===== config.mk =====
export PLATFORM = sky130hd
export DESIGN_NAME = video_vga_timing
export DESIGN_NICKNAME = d
export VERILOG_FILES = /design/src/rtl/video_vga_timing.sv
export SDC_FILE = /design/constraint.sdc
export NUM_CORES = 1
export LEC_CHECK = 0
export BUFFER_PORTS_ARGS = -buffer_cell sky130_fd_sc_hd__buf_2
export CAP_MARGIN = 30
export CORE_MARGIN = 4
export CORE_UTILIZATION = 50
export CTS_CLUSTER_SIZE = 30
export DETAILED_ROUTE_END_ITERATION = 10
export PLACE_DENSITY_LB_ADDON = 0.2
export SYNTH_ARGS = -nofsm -noshare
export SYNTH_HDL_FRONTEND = slang
export SYNTH_SLANG_ARGS = --single-unit

===== constraint.sdc =====
create_clock -name clk -period 2.6 [get_ports clk]
set_clock_uncertainty 0.2 [all_clocks]
set_input_delay 0.26 -clock clk [delete_from_list [all_inputs] [get_ports clk]]
set_output_delay 0.26 -clock clk [all_outputs]
set_load 0.02 [all_outputs]

===== src/rtl/video_vga_timing.sv =====
// VGA timing generator with line-buffer scanout.
// Counters x/y drive sync/active generation, horizontal and vertical pixel
// replication, per-row fetch requests and a latency-matching delay pipeline
// so sync, data enable and colour reach the pins in the same clock.
module video_vga_timing #(
  parameter int H_ACTIVE        = 640,
  parameter int H_FRONT_PORCH   = 16,
  parameter int H_SYNC          = 96,
  parameter int H_BACK_PORCH    = 48,
  parameter int V_ACTIVE        = 480,
  parameter int V_FRONT_PORCH   = 10,
  parameter int V_SYNC          = 2,
  parameter int V_BACK_PORCH    = 33,
  parameter int HSYNC_POL       = 0,
  parameter int VSYNC_POL       = 0,
  parameter int COLOR_BITS      = 4,
  parameter int IDX_W           = 11,
  parameter int LINEBUF_LATENCY = 1
) (
  input  logic                    clk,
  input  logic                    rst_n,
  input  logic [1:0]              pixel_width,
  input  logic [1:0]              pixel_height,
  output logic [IDX_W-1:0]        linebuf_idx,
  input  logic [3*COLOR_BITS-1:0] linebuf_rgb_data,
  output logic                    line_req,
  output logic [9:0]              line_idx,
  output logic                    frame_start,
  output logic [COLOR_BITS-1:0]   vga_r,
  output logic [COLOR_BITS-1:0]   vga_g,
  output logic [COLOR_BITS-1:0]   vga_b,
  output logic                    vga_hsync,
  output logic                    vga_vsync,
  output logic                    vga_de
);

  localparam int H_TOTAL  = H_ACTIVE + H_FRONT_PORCH + H_SYNC + H_BACK_PORCH;
  localparam int V_TOTAL  = V_ACTIVE + V_FRONT_PORCH + V_SYNC + V_BACK_PORCH;
  localparam int XW       = $clog2(H_TOTAL);
  localparam int YW       = $clog2(V_TOTAL);
  localparam int HS_START = H_ACTIVE + H_FRONT_PORCH;
  localparam int HS_END   = HS_START + H_SYNC;
  localparam int VS_START = V_ACTIVE + V_FRONT_PORCH;
  localparam int VS_END   = VS_START + V_SYNC;
  localparam int CW       = 3 * COLOR_BITS;
  localparam int LAT      = LINEBUF_LATENCY;

  localparam logic [XW-1:0]    X_ONE   = XW'(1);
  localparam logic [YW-1:0]    Y_ONE   = YW'(1);
  localparam logic [XW-1:0]    X_LAST  = XW'(H_TOTAL - 1);
  localparam logic [YW-1:0]    Y_LAST  = YW'(V_TOTAL - 1);
  localparam logic [IDX_W-1:0] IDX_ONE = IDX_W'(1);
  localparam logic             HS_ON   = (HSYNC_POL != 0);
  localparam logic             VS_ON   = (VSYNC_POL != 0);

  logic [XW-1:0]    x_r;
  logic [YW-1:0]    y_r;
  logic [1:0]       pw_r;
  logic [1:0]       ph_r;
  logic [1:0]       hc_r;
  logic [1:0]       vc_r;
  logic [IDX_W-1:0] idx_r;
  logic [9:0]       line_idx_r;
  logic             line_req_r;
  logic             frame_start_r;
  logic [2:0]       pipe_r [LAT];
  logic [CW-1:0]    rgb_r;
  logic             hsync_r;
  logic             vsync_r;
  logic             de_r;

  logic             h_last_s;
  logic             v_last_s;
  logic             frame_end_s;
  logic             hsync_s;
  logic             vsync_s;
  logic             active_s;
  logic             row_active_s;
  logic             next_row_active_s;
  logic             line_adv_s;
  logic             h_scan_s;
  logic [1:0]       pw_next_s;
  logic [1:0]       ph_next_s;
  logic [2:0]       pipe_out_s;

  // Decode counter state into timing strobes and next-row information.
  always_comb begin
    h_last_s          = (x_r == X_LAST);
    v_last_s          = (y_r == Y_LAST);
    frame_end_s       = h_last_s && v_last_s;
    hsync_s           = (32'(x_r) >= HS_START) && (32'(x_r) < HS_END);
    vsync_s           = (32'(y_r) >= VS_START) && (32'(y_r) < VS_END);
    row_active_s      = (32'(y_r) < V_ACTIVE);
    active_s          = (32'(x_r) < H_ACTIVE) && row_active_s;
    // Row after this one is active: row 0 after wrap, else y+1 in range.
    next_row_active_s = v_last_s ? 1'b1 : ((32'(y_r) + 32'd1) < V_ACTIVE);
    line_adv_s        = h_last_s && row_active_s && (vc_r == 2'd0);
    // The index stops advancing on the last active pixel so it never
    // runs past the active line during blanking.
    h_scan_s          = (32'(x_r) < (H_ACTIVE - 1));
    // New frame's scale is used by the replicate counters in the same
    // clock it is latched, so the first pixel of a frame is not stretched
    // by the previous frame's factor.
    pw_next_s         = frame_end_s ? pixel_width  : pw_r;
    ph_next_s         = frame_end_s ? pixel_height : ph_r;
    pipe_out_s        = pipe_r[LAT-1];
  end

  // Horizontal and vertical position counters.
  always_ff @(posedge clk or negedge rst_n) begin
    if (!rst_n) begin
      x_r <= '0;
      y_r <= '0;
    end else if (h_last_s) begin
      x_r <= '0;
      y_r <= v_last_s ? '0 : (y_r + Y_ONE);
    end else begin
      x_r <= x_r + X_ONE;
      y_r <= y_r;
    end
  end

  // Latch replication factors once per frame, at the very last clock.
  always_ff @(posedge clk or negedge rst_n) begin
    if (!rst_n) begin
      pw_r <= 2'd0;
      ph_r <= 2'd0;
    end else begin
      pw_r <= pw_next_s;
      ph_r <= ph_next_s;
    end
  end

  // Horizontal replicate counter and line-buffer read address.
  always_ff @(posedge clk or negedge rst_n) begin
    if (!rst_n) begin
      hc_r  <= 2'd0;
      idx_r <= '0;
    end else if (h_last_s) begin
      hc_r  <= pw_next_s;
      idx_r <= '0;
    end else if (h_scan_s) begin
      if (hc_r == 2'd0) begin
        hc_r  <= pw_r;
        idx_r <= idx_r + IDX_ONE;
      end else begin
        hc_r  <= hc_r - 2'd1;
        idx_r <= idx_r;
      end
    end else begin
      hc_r  <= hc_r;
      idx_r <= idx_r;
    end
  end

  // Vertical replicate counter and source line index for the next row.
  always_ff @(posedge clk or negedge rst_n) begin
    if (!rst_n) begin
      vc_r       <= 2'd0;
      line_idx_r <= 10'd0;
    end else if (frame_end_s) begin
      vc_r       <= ph_next_s;
      line_idx_r <= 10'd0;
    end else if (h_last_s && row_active_s) begin
      if (vc_r == 2'd0) begin
        vc_r       <= ph_r;
        line_idx_r <= line_idx_r + 10'd1;
      end else begin
        vc_r       <= vc_r - 2'd1;
        line_idx_r <= line_idx_r;
      end
    end else begin
      vc_r       <= vc_r;
      line_idx_r <= line_idx_r;
    end
  end

  // Fetch request at the start of an active row needing a new source line,
  // and the frame-start strobe coinciding with x = 0, y = 0.
  always_ff @(posedge clk or negedge rst_n) begin
    if (!rst_n) begin
      line_req_r    <= 1'b0;
      frame_start_r <= 1'b0;
    end else begin
      line_req_r    <= h_last_s && next_row_active_s && (v_last_s || line_adv_s);
      frame_start_r <= frame_end_s;
    end
  end

  // Delay {hsync, vsync, active} by the line-buffer read latency.
  always_ff @(posedge clk or negedge rst_n) begin
    if (!rst_n) begin
      for (int i = 0; i < LAT; i++) begin
        pipe_r[i] <= 3'b000;
      end
    end else begin
      pipe_r[0] <= {hsync_s, vsync_s, active_s};
      for (int i = 1; i < LAT; i++) begin
        pipe_r[i] <= pipe_r[i-1];
      end
    end
  end

  // Pin register: sync polarity, data enable and blank-forced colour.
  always_ff @(posedge clk or negedge rst_n) begin
    if (!rst_n) begin
      hsync_r <= ~HS_ON;
      vsync_r <= ~VS_ON;
      de_r    <= 1'b0;
      rgb_r   <= '0;
    end else begin
      hsync_r <= pipe_out_s[2] ? HS_ON : ~HS_ON;
      vsync_r <= pipe_out_s[1] ? VS_ON : ~VS_ON;
      de_r    <= pipe_out_s[0];
      rgb_r   <= pipe_out_s[0] ? linebuf_rgb_data : '0;
    end
  end

  assign linebuf_idx = idx_r;
  assign line_idx    = line_idx_r;
  assign line_req    = line_req_r;
  assign frame_start = frame_start_r;
  assign vga_hsync   = hsync_r;
  assign vga_vsync   = vsync_r;
  assign vga_de      = de_r;
  assign vga_r       = rgb_r[CW-1 -: COLOR_BITS];
  assign vga_g       = rgb_r[2*COLOR_BITS-1 -: COLOR_BITS];
  assign vga_b       = rgb_r[COLOR_BITS-1:0];

endmodule


==> results of run 1 <==
[layer usage]
| layer | up-vias | share of wire (%) | GRT usage (%) |
|---|---|---|---|
| li1 | 1205 | - | - |
| met1 | 1213 | 47 | 25.4 |
| met2 | 49 | 49 | 29.3 |
| met3 | 6 | 3.7 | 3.54 |
| met4 | 0 | 1.0 | 7.83 |
| met5 | - | 0 | 0 |
[cell families (layout without fill, tap and decap cells)]
family / Yosys count / after routing / synth area share, %
simple gates: 138 / 138 / 23.6
flops: 69 / 69 / 52.9
compound gates: 38 / 38 / 7.88
xor+xnor: 28 / 28 / 7.50
buf+inv: 25 / 104 / 3.79
fa+ha+maj: 7 / 7 / 2.68
mux: 5 / 5 / 1.65
[worst paths after layout]
kind                          startpoint  slack, ns             end  cells after the start
setup / recovery                  x_r[0]       0.24     line_idx[5]                      6
hold / removal             pipe_out_s[2]       0.15       vga_hsync                      1
setup reg to reg                  x_r[0]       0.24     line_idx[5]                      6
hold reg to reg            pipe_out_s[2]       0.15       vga_hsync                      1
max in group asynchronous          rst_n       1.27  linebuf_idx[6]                      3
min in group asynchronous          rst_n       0.29          y_r[2]                      2
[power by group]
part	total (uW)	switching, uW	leakage [uW]	internal [uW]
clock	969	405	0.000112	564
sequential	1080	2.03	0.000879	1080
combinational	86.0	46.2	0.000881	39.8
total	2140	453	0.00187	1690
[state kept, by name (all words and copies together) (netlist names), 2 cells and up]
register	count
vc_r	2
pipe_out_s	3
hc_r	2
line_idx	10
y_r	10
x_r	10
ph_r	2
rgb_r	12
linebuf_idx	11
pw_r	2
[critical path: stages, from the launching register on]
cell and delay, ns:
sky130_fd_sc_hd__dfrtp_1 0.42, sky130_fd_sc_hd__ha_1 0.26, sky130_fd_sc_hd__nand4_2 0.15, sky130_fd_sc_hd__or4_4 0.68
sky130_fd_sc_hd__nor4_2 0.34, sky130_fd_sc_hd__xnor2_1 0.17, sky130_fd_sc_hd__nor2_2 0.04
[through the flow]
step / hold WS, ns / instances / power, uW
final: 0.150 / 466 / 2140
after detailed placement: 0.127 / 433 / 1170
after floorplan: -0.236 / 310 / 1120
after global placement: 0.125 / 433 / 1170
after global routing: 0.168 / 466 / 2230
after CTS: 0.155 / 466 / 2170
[what timing repair did]
item / in CTS / in global routing
setup buffers: 0 / 0
hold buffers: 17 / 0
gates resized for setup: 0 / 0
endpoints found under the hold margin: 42 / 0
[cell usage in the layout, fill, tap and decap left out, types with 3 or more instances in the layout]
cell,n
sky130_fd_sc_hd__buf_2,55
sky130_fd_sc_hd__nor4_1,3
sky130_fd_sc_hd__xnor2_1,13
sky130_fd_sc_hd__and3_1,5
sky130_fd_sc_hd__nand2_1,22
sky130_fd_sc_hd__nor4_2,5
sky130_fd_sc_hd__nand4_1,14
sky130_fd_sc_hd__xor2_1,15
sky130_fd_sc_hd__dfrtp_1,67
sky130_fd_sc_hd__ha_1,7
sky130_fd_sc_hd__nand2b_1,4
sky130_fd_sc_hd__a21oi_1,4
sky130_fd_sc_hd__buf_4,4
sky130_fd_sc_hd__dlygate4sd3_1,17
sky130_fd_sc_hd__nor2_2,3
sky130_fd_sc_hd__nand3_1,16
sky130_fd_sc_hd__inv_1,11
sky130_fd_sc_hd__and2_1,14
sky130_fd_sc_hd__nor2_1,32
sky130_fd_sc_hd__mux2_2,3
sky130_fd_sc_hd__clkbuf_8,10
sky130_fd_sc_hd__or3_1,3
sky130_fd_sc_hd__nor3_1,5
sky130_fd_sc_hd__o21ai_0,20
[area by class of cell]
class | instances | area share [%]
Sequential cell | 69 | 43.1
Clock inverter | 6 | 2.15
Inverter | 11 | 1.03
Clock buffer | 10 | 3.43
Multi-Input combinational cell | 216 | 35.5
Tap cell | 77 | 2.40
Timing Repair Buffer | 77 | 12.4
==> metrics.yaml, run 1 <==
logic_synthesis:
  mappedNetlistNets: 335
  synthCells: 310
  syn-cell-area_um2: 3270
  synth-warning-count: 0
  synth_top_cell_by_area: "sky130_fd_sc_hd__dfrtp_1"
  dominant_synthesized_flop_cell: "sky130_fd_sc_hd__dfrtp_1"
  synth_edf_count: 0
  ys_async_sr_fraction_pct: 100
  synth_largest_type_area_fraction_pct: 51.3
  synth_most_common_cell: "sky130_fd_sc_hd__dfrtp_1"
  synth_seq_area_share_pct: 52.9
  syn_avg_cell_area_um2: 10.5
  synth_top_cells_by_count: "sky130_fd_sc_hd__dfrtp_1 (67), sky130_fd_sc_hd__nor2_1 (32), sky130_fd_sc_hd__nand2_1 (22)"
  register_bit_count_reported_by_yosys: 69
  synth_top_area_cells: "sky130_fd_sc_hd__dfrtp_1 (51%), sky130_fd_sc_hd__xor2_1 (4.0%), sky130_fd_sc_hd__nor2_1 (3.7%)"
  synth.lib_cells_used.distinct: 50
route:
  wl_per_cell_um: 14.1
  drt-initial-drc-count: 165
  drt_pre_antenna_iters: 4
  postRouteAntennaNets: 0
  dr_total_vias: 2473
  vias_per_cell: 5.31
  drc: 0
  detail_route.wirelength_um: 6570
layout:
  num-nets-final: 409
  layout.area.seq_um2: 1730
  diodes: 0
  proportion_of_layout_cells_with_a_drive_suffix_above_1_pct: 24.9
  fin_util_pct: 63.1
  fillCellCount: 528
  post-route-cell-area_um2: 4010
  total_area_of_multi_input_combinational_cells_um2: 1420
  areaGrowthSynthToFinish_pct: 22.6
timing:
  max_freq_mhz: 423
  report.final.slew_viol_count: 0
  finalHoldViolations: 0
  unrepaired_setup_endpoints_after_global_routing: "no"
  final_period_demand_of_the_worst_path_ns: 2.36
  final_min_period_over_clock_period_pct: 90.9
  max_slew_margin_pct: 56.7
  worst_slew_pin_slew_ns: 0.649
  setup_violations: 0
  finalSetupTns_ns: 0
  layout_setup_ws_ns: 0.235
grt:
  grt_remaining_overflow: 0
  wire_length_of_the_first_global_routing_pass_um: 11300
  grt_start_max_net_pins: 43
  grt_pass1_vias: 2356
  grt_antenna_before_repair: 0
  track_usage_pct: 18.7
placement:
  place.gp.congestion: 0.820
  portBuffers: 55
  place.detailed.hpwl_um: 4350
  place_area_um2: 3610
  dp_worst_setup_slack_ns: 0.236
clock_tree:
  root_buffer: "sky130_fd_sc_hd__clkbuf_8"
  tritoncts: "done"
  cts.sinks: 69
  clockBufferDepth: 2
  clk-insertion-delay-late_ns: 0.33
  clk_transition_reported_paths_ns: 0.07
  cts.htree.levels: 3
  cts_inserted_buffers: 9
worst_setup_path:
  setup.worst_path.end_class: "flip-flop"
  arrival_ns: 2.39
  classification_of_the_worst_setup_path: "reg2reg"
  critical_path_fanouts_max: 15
  cp.required_ns: 2.63
  critPathLaunchType: "flip-flop"
floorplan:
  ios: 56
  floorplan.die_area_um2: 7900
  fp.dieH_um: 88.9
  die_width_um: 88.9
  coreArea_um2: 6350
  start_util_pct: 51.5
  fp-row-count: 29
power_and_ir_drop:
  vdd.ir_drop.worst_mv: 0.359
  power_density_nw_per_um2: 534
  static-leakage-power_uw: 0.00187
min_path:
  min_path_type: "reg2reg"
flow_run:
  maxCapViolations: 0
outcome:
  outcome: "completed"
Note: power is estimated with default switching activity, not from simulation.
==> inputs of run 2 (changes only) <==
--- a/config.mk
+++ b/config.mk
@@ -8,7 +8,7 @@
 export BUFFER_PORTS_ARGS = -buffer_cell sky130_fd_sc_hd__buf_2
 export CAP_MARGIN = 30
 export CORE_MARGIN = 4
-export CORE_UTILIZATION = 50
+export CORE_UTILIZATION = 46
 export CTS_CLUSTER_SIZE = 30
 export DETAILED_ROUTE_END_ITERATION = 10
 export PLACE_DENSITY_LB_ADDON = 0.2
==> run 2 against run 1 <==
Worst setup slack hardly changed. Global-route usage is 1.7 points lower. Critical path type unchanged. Highest routed layer unchanged. Register-to-register slack hardly changed. Worst hold slack hardly changed.
==> metrics.yaml, run 2 (synthesis gave the netlist of run 1 again) <==
route:
  wl_per_cell_um: 13.8  # -2.2%
  drt_pre_antenna_iters: 4  # unchanged
  drt-initial-drc-count: 111  # -33%
  dr_total_vias: 2465  # -0.32%
  detail_route.wirelength_um: 6680  # +1.8%
  vias_per_cell: 5.08  # -4.2%
  postRouteAntennaNets: 0  # unchanged
  drc: 0  # unchanged
timing:
  final_min_period_over_clock_period_pct: 91.0  # about the same
  final_period_demand_of_the_worst_path_ns: 2.36  # +0.000147 ns
  setup_violations: 0  # unchanged
  hold_ws_ns: 0.151  # +0.000101 ns
  worst_slew_pin_slew_ns: 0.763  # +0.114 ns
  finalSetupTns_ns: 0  # unchanged
  report.final.slew_viol_count: 0  # unchanged
  max_freq_mhz: 423  # about the same
  unrepaired_setup_endpoints_after_global_routing: "no"
  finalHoldViolations: 0  # unchanged
  max_slew_margin_pct: 49.1  # -7.6 points
layout:
  areaGrowthSynthToFinish_pct: 23.0
  mostFrequentLayoutCells: "sky130_fd_sc_hd__dfrtp_1 (67), sky130_fd_sc_hd__buf_2 (55), sky130_fd_sc_hd__nor2_1 (32)"
  fillCellCount: 607  # +15%
  largest_reg_flops: 12  # unchanged
  proportion_of_layout_cells_with_a_drive_suffix_above_1_pct: 24.9  # unchanged
  final_common_cell: "sky130_fd_sc_hd__dfrtp_1"
  diodes: 0  # unchanged
  num-nets-final: 409  # unchanged
  registers.top_by_ff_count: "rgb_r"
power_and_ir_drop:
  share_clk_of_total_power_pct: 44.4  # -0.9 points
  power.share.combinational_pct: 4.1  # about the same
  power.internal_uw: 1660  # -1.8%
  power_switching_share_pct: 21.4  # +0.19 points
  pwr-share-seq_pct: 51.5  # +0.8 points
  vdd.ir_drop.worst_mv: 0.363  # +1.1%
  power_density_nw_per_um2: 524  # -1.9%
  switching_power_summed_over_all_nets_uw: 450  # -0.62%
  static-leakage-power_uw: 0.00187  # -0.39%
worst_setup_path:
  setup.worst_path.end_class: "flip-flop"
  critPathLaunchType: "flip-flop"
  crit_path_cell_trace: "ha_1 -> nand4_2 -> or4_4 -> nor4_2 -> xnor2_1 -> nor2_2"
  arrival_ns: 2.39  # about the same
  worst-r2r-setup-slack_ns: 0.24  # about the same
  critical_path_fanouts_max: 15  # unchanged
  crit_path_max_incr_delay_ns: 0.69  # about the same
  classification_of_the_worst_setup_path: "reg2reg"
  cp.required_ns: 2.63  # about the same
  slowest_stage: "sky130_fd_sc_hd__or4_4"
grt:
  grt_start_max_net_pins: 39  # -9.3%
  wire_length_of_the_first_global_routing_pass_um: 11500  # +2.2%
  grt_pass1_vias: 2368  # +0.51%
  grt_antenna_before_repair: 0  # unchanged
  track_usage_pct: 17.0  # -1.7 points
  grt_remaining_overflow: 0  # unchanged
clock_tree:
  cts.sinks: 69  # unchanged
  root_buffer: "sky130_fd_sc_hd__clkbuf_8"
  cts.repair.resized: 0  # unchanged
  clk-insertion-delay-late_ns: 0.34  # about the same
  cts.htree.levels: 3  # unchanged
  clockBufferDepth: 2  # unchanged
  cts_inserted_buffers: 9  # unchanged
  tritoncts: "done"
  clk_transition_reported_paths_ns: 0.07  # about the same
floorplan:
  die_width_um: 92.3  # +3.9%
  fp-row-count: 30  # +3.4%
  floorplan.die_area_um2: 8520  # +7.9%
  coreArea_um2: 6830  # +7.6%
  start_util_pct: 47.9  # -3.6 points
  ios: 56  # unchanged
  fp.dieH_um: 92.3  # +3.9%
outcome:
  outcome: "completed"
placement:
  place.detailed.hpwl_um: 4460  # +2.6%
  portBuffers: 55  # unchanged
  place.gp.congestion: 0.795  # -3.0%
min_path:
  min_path_type: "reg2reg"
flow_run:
  maxCapViolations: 0  # unchanged
run 2: power groups by stage:
stage               logic [uW]  registers (uW)  clock network (uW)
global placement          67.9            1100                   0
finish                    86.3            1080                 936
CTS                       88.5            1080                 963
detailed placement        68.8            1100                   0
global route              96.0            1080                1000
floorplan                 6.42            1120                   0
run 2: per-stage QoR:
step                power [uW]  area (um2)  instances  utilization, %  setup slack, ns
floorplan                 1120        3270        310               -            0.420
global placement          1170        3640        452            53.3            0.307
detailed placement        1170        3640        452            53.3            0.244
CTS                       2140        4020        485            58.9            0.216
global route              2180        4020        485            58.9           0.0383
finish                    2110        4020        485            58.9            0.235
run 2: area by class of cell:
cell class                 count  area [um2]  share of cell area [%]
inverter                      11        41.3                    1.03
tap                           96         120                    2.99
clock inverter                 7        90.1                    2.24
sequential                    69        1730                    43.0
clock buffer                   9         124                    3.08
multi-input combinational    216        1420                    35.4
timing repair buffer          77         495                    12.3
run 2: timing repair:
item | CTS | global route
hold endpoints to repair | 46 | 0
buffers inserted | 0 | 0
hold buffers | 17 | 0
run 2: per-layer routing:
metal / part of all wire, % / track usage (%)
met4: 1.3 / 7.67
met2: 47 / 26.8
met3: 4.1 / 2.92
met1: 47 / 22.9
met5: 0 / 0
run 2: path summary, 6_finish.rpt:
path	cells past startpoint	end	from
worst max-delay path	6	line_idx[5]	x_r[0]
worst max register to register	6	line_idx[5]	x_r[0]
max in group asynchronous	3	x_r[0]	rst_n
worst min-delay path	1	vga_vsync	pipe_out_s[1]
min in group asynchronous	2	y_r[4]	rst_n
worst min register to register	1	vga_vsync	pipe_out_s[1]
run 2: worst max-delay path: cells and delay by family (launching register included):
family | cells | cell delay, ns
xor+xnor | 1 | 0.17
simple gates | 4 | 1.21
fa+ha+maj | 1 | 0.26
flops | 1 | 0.42
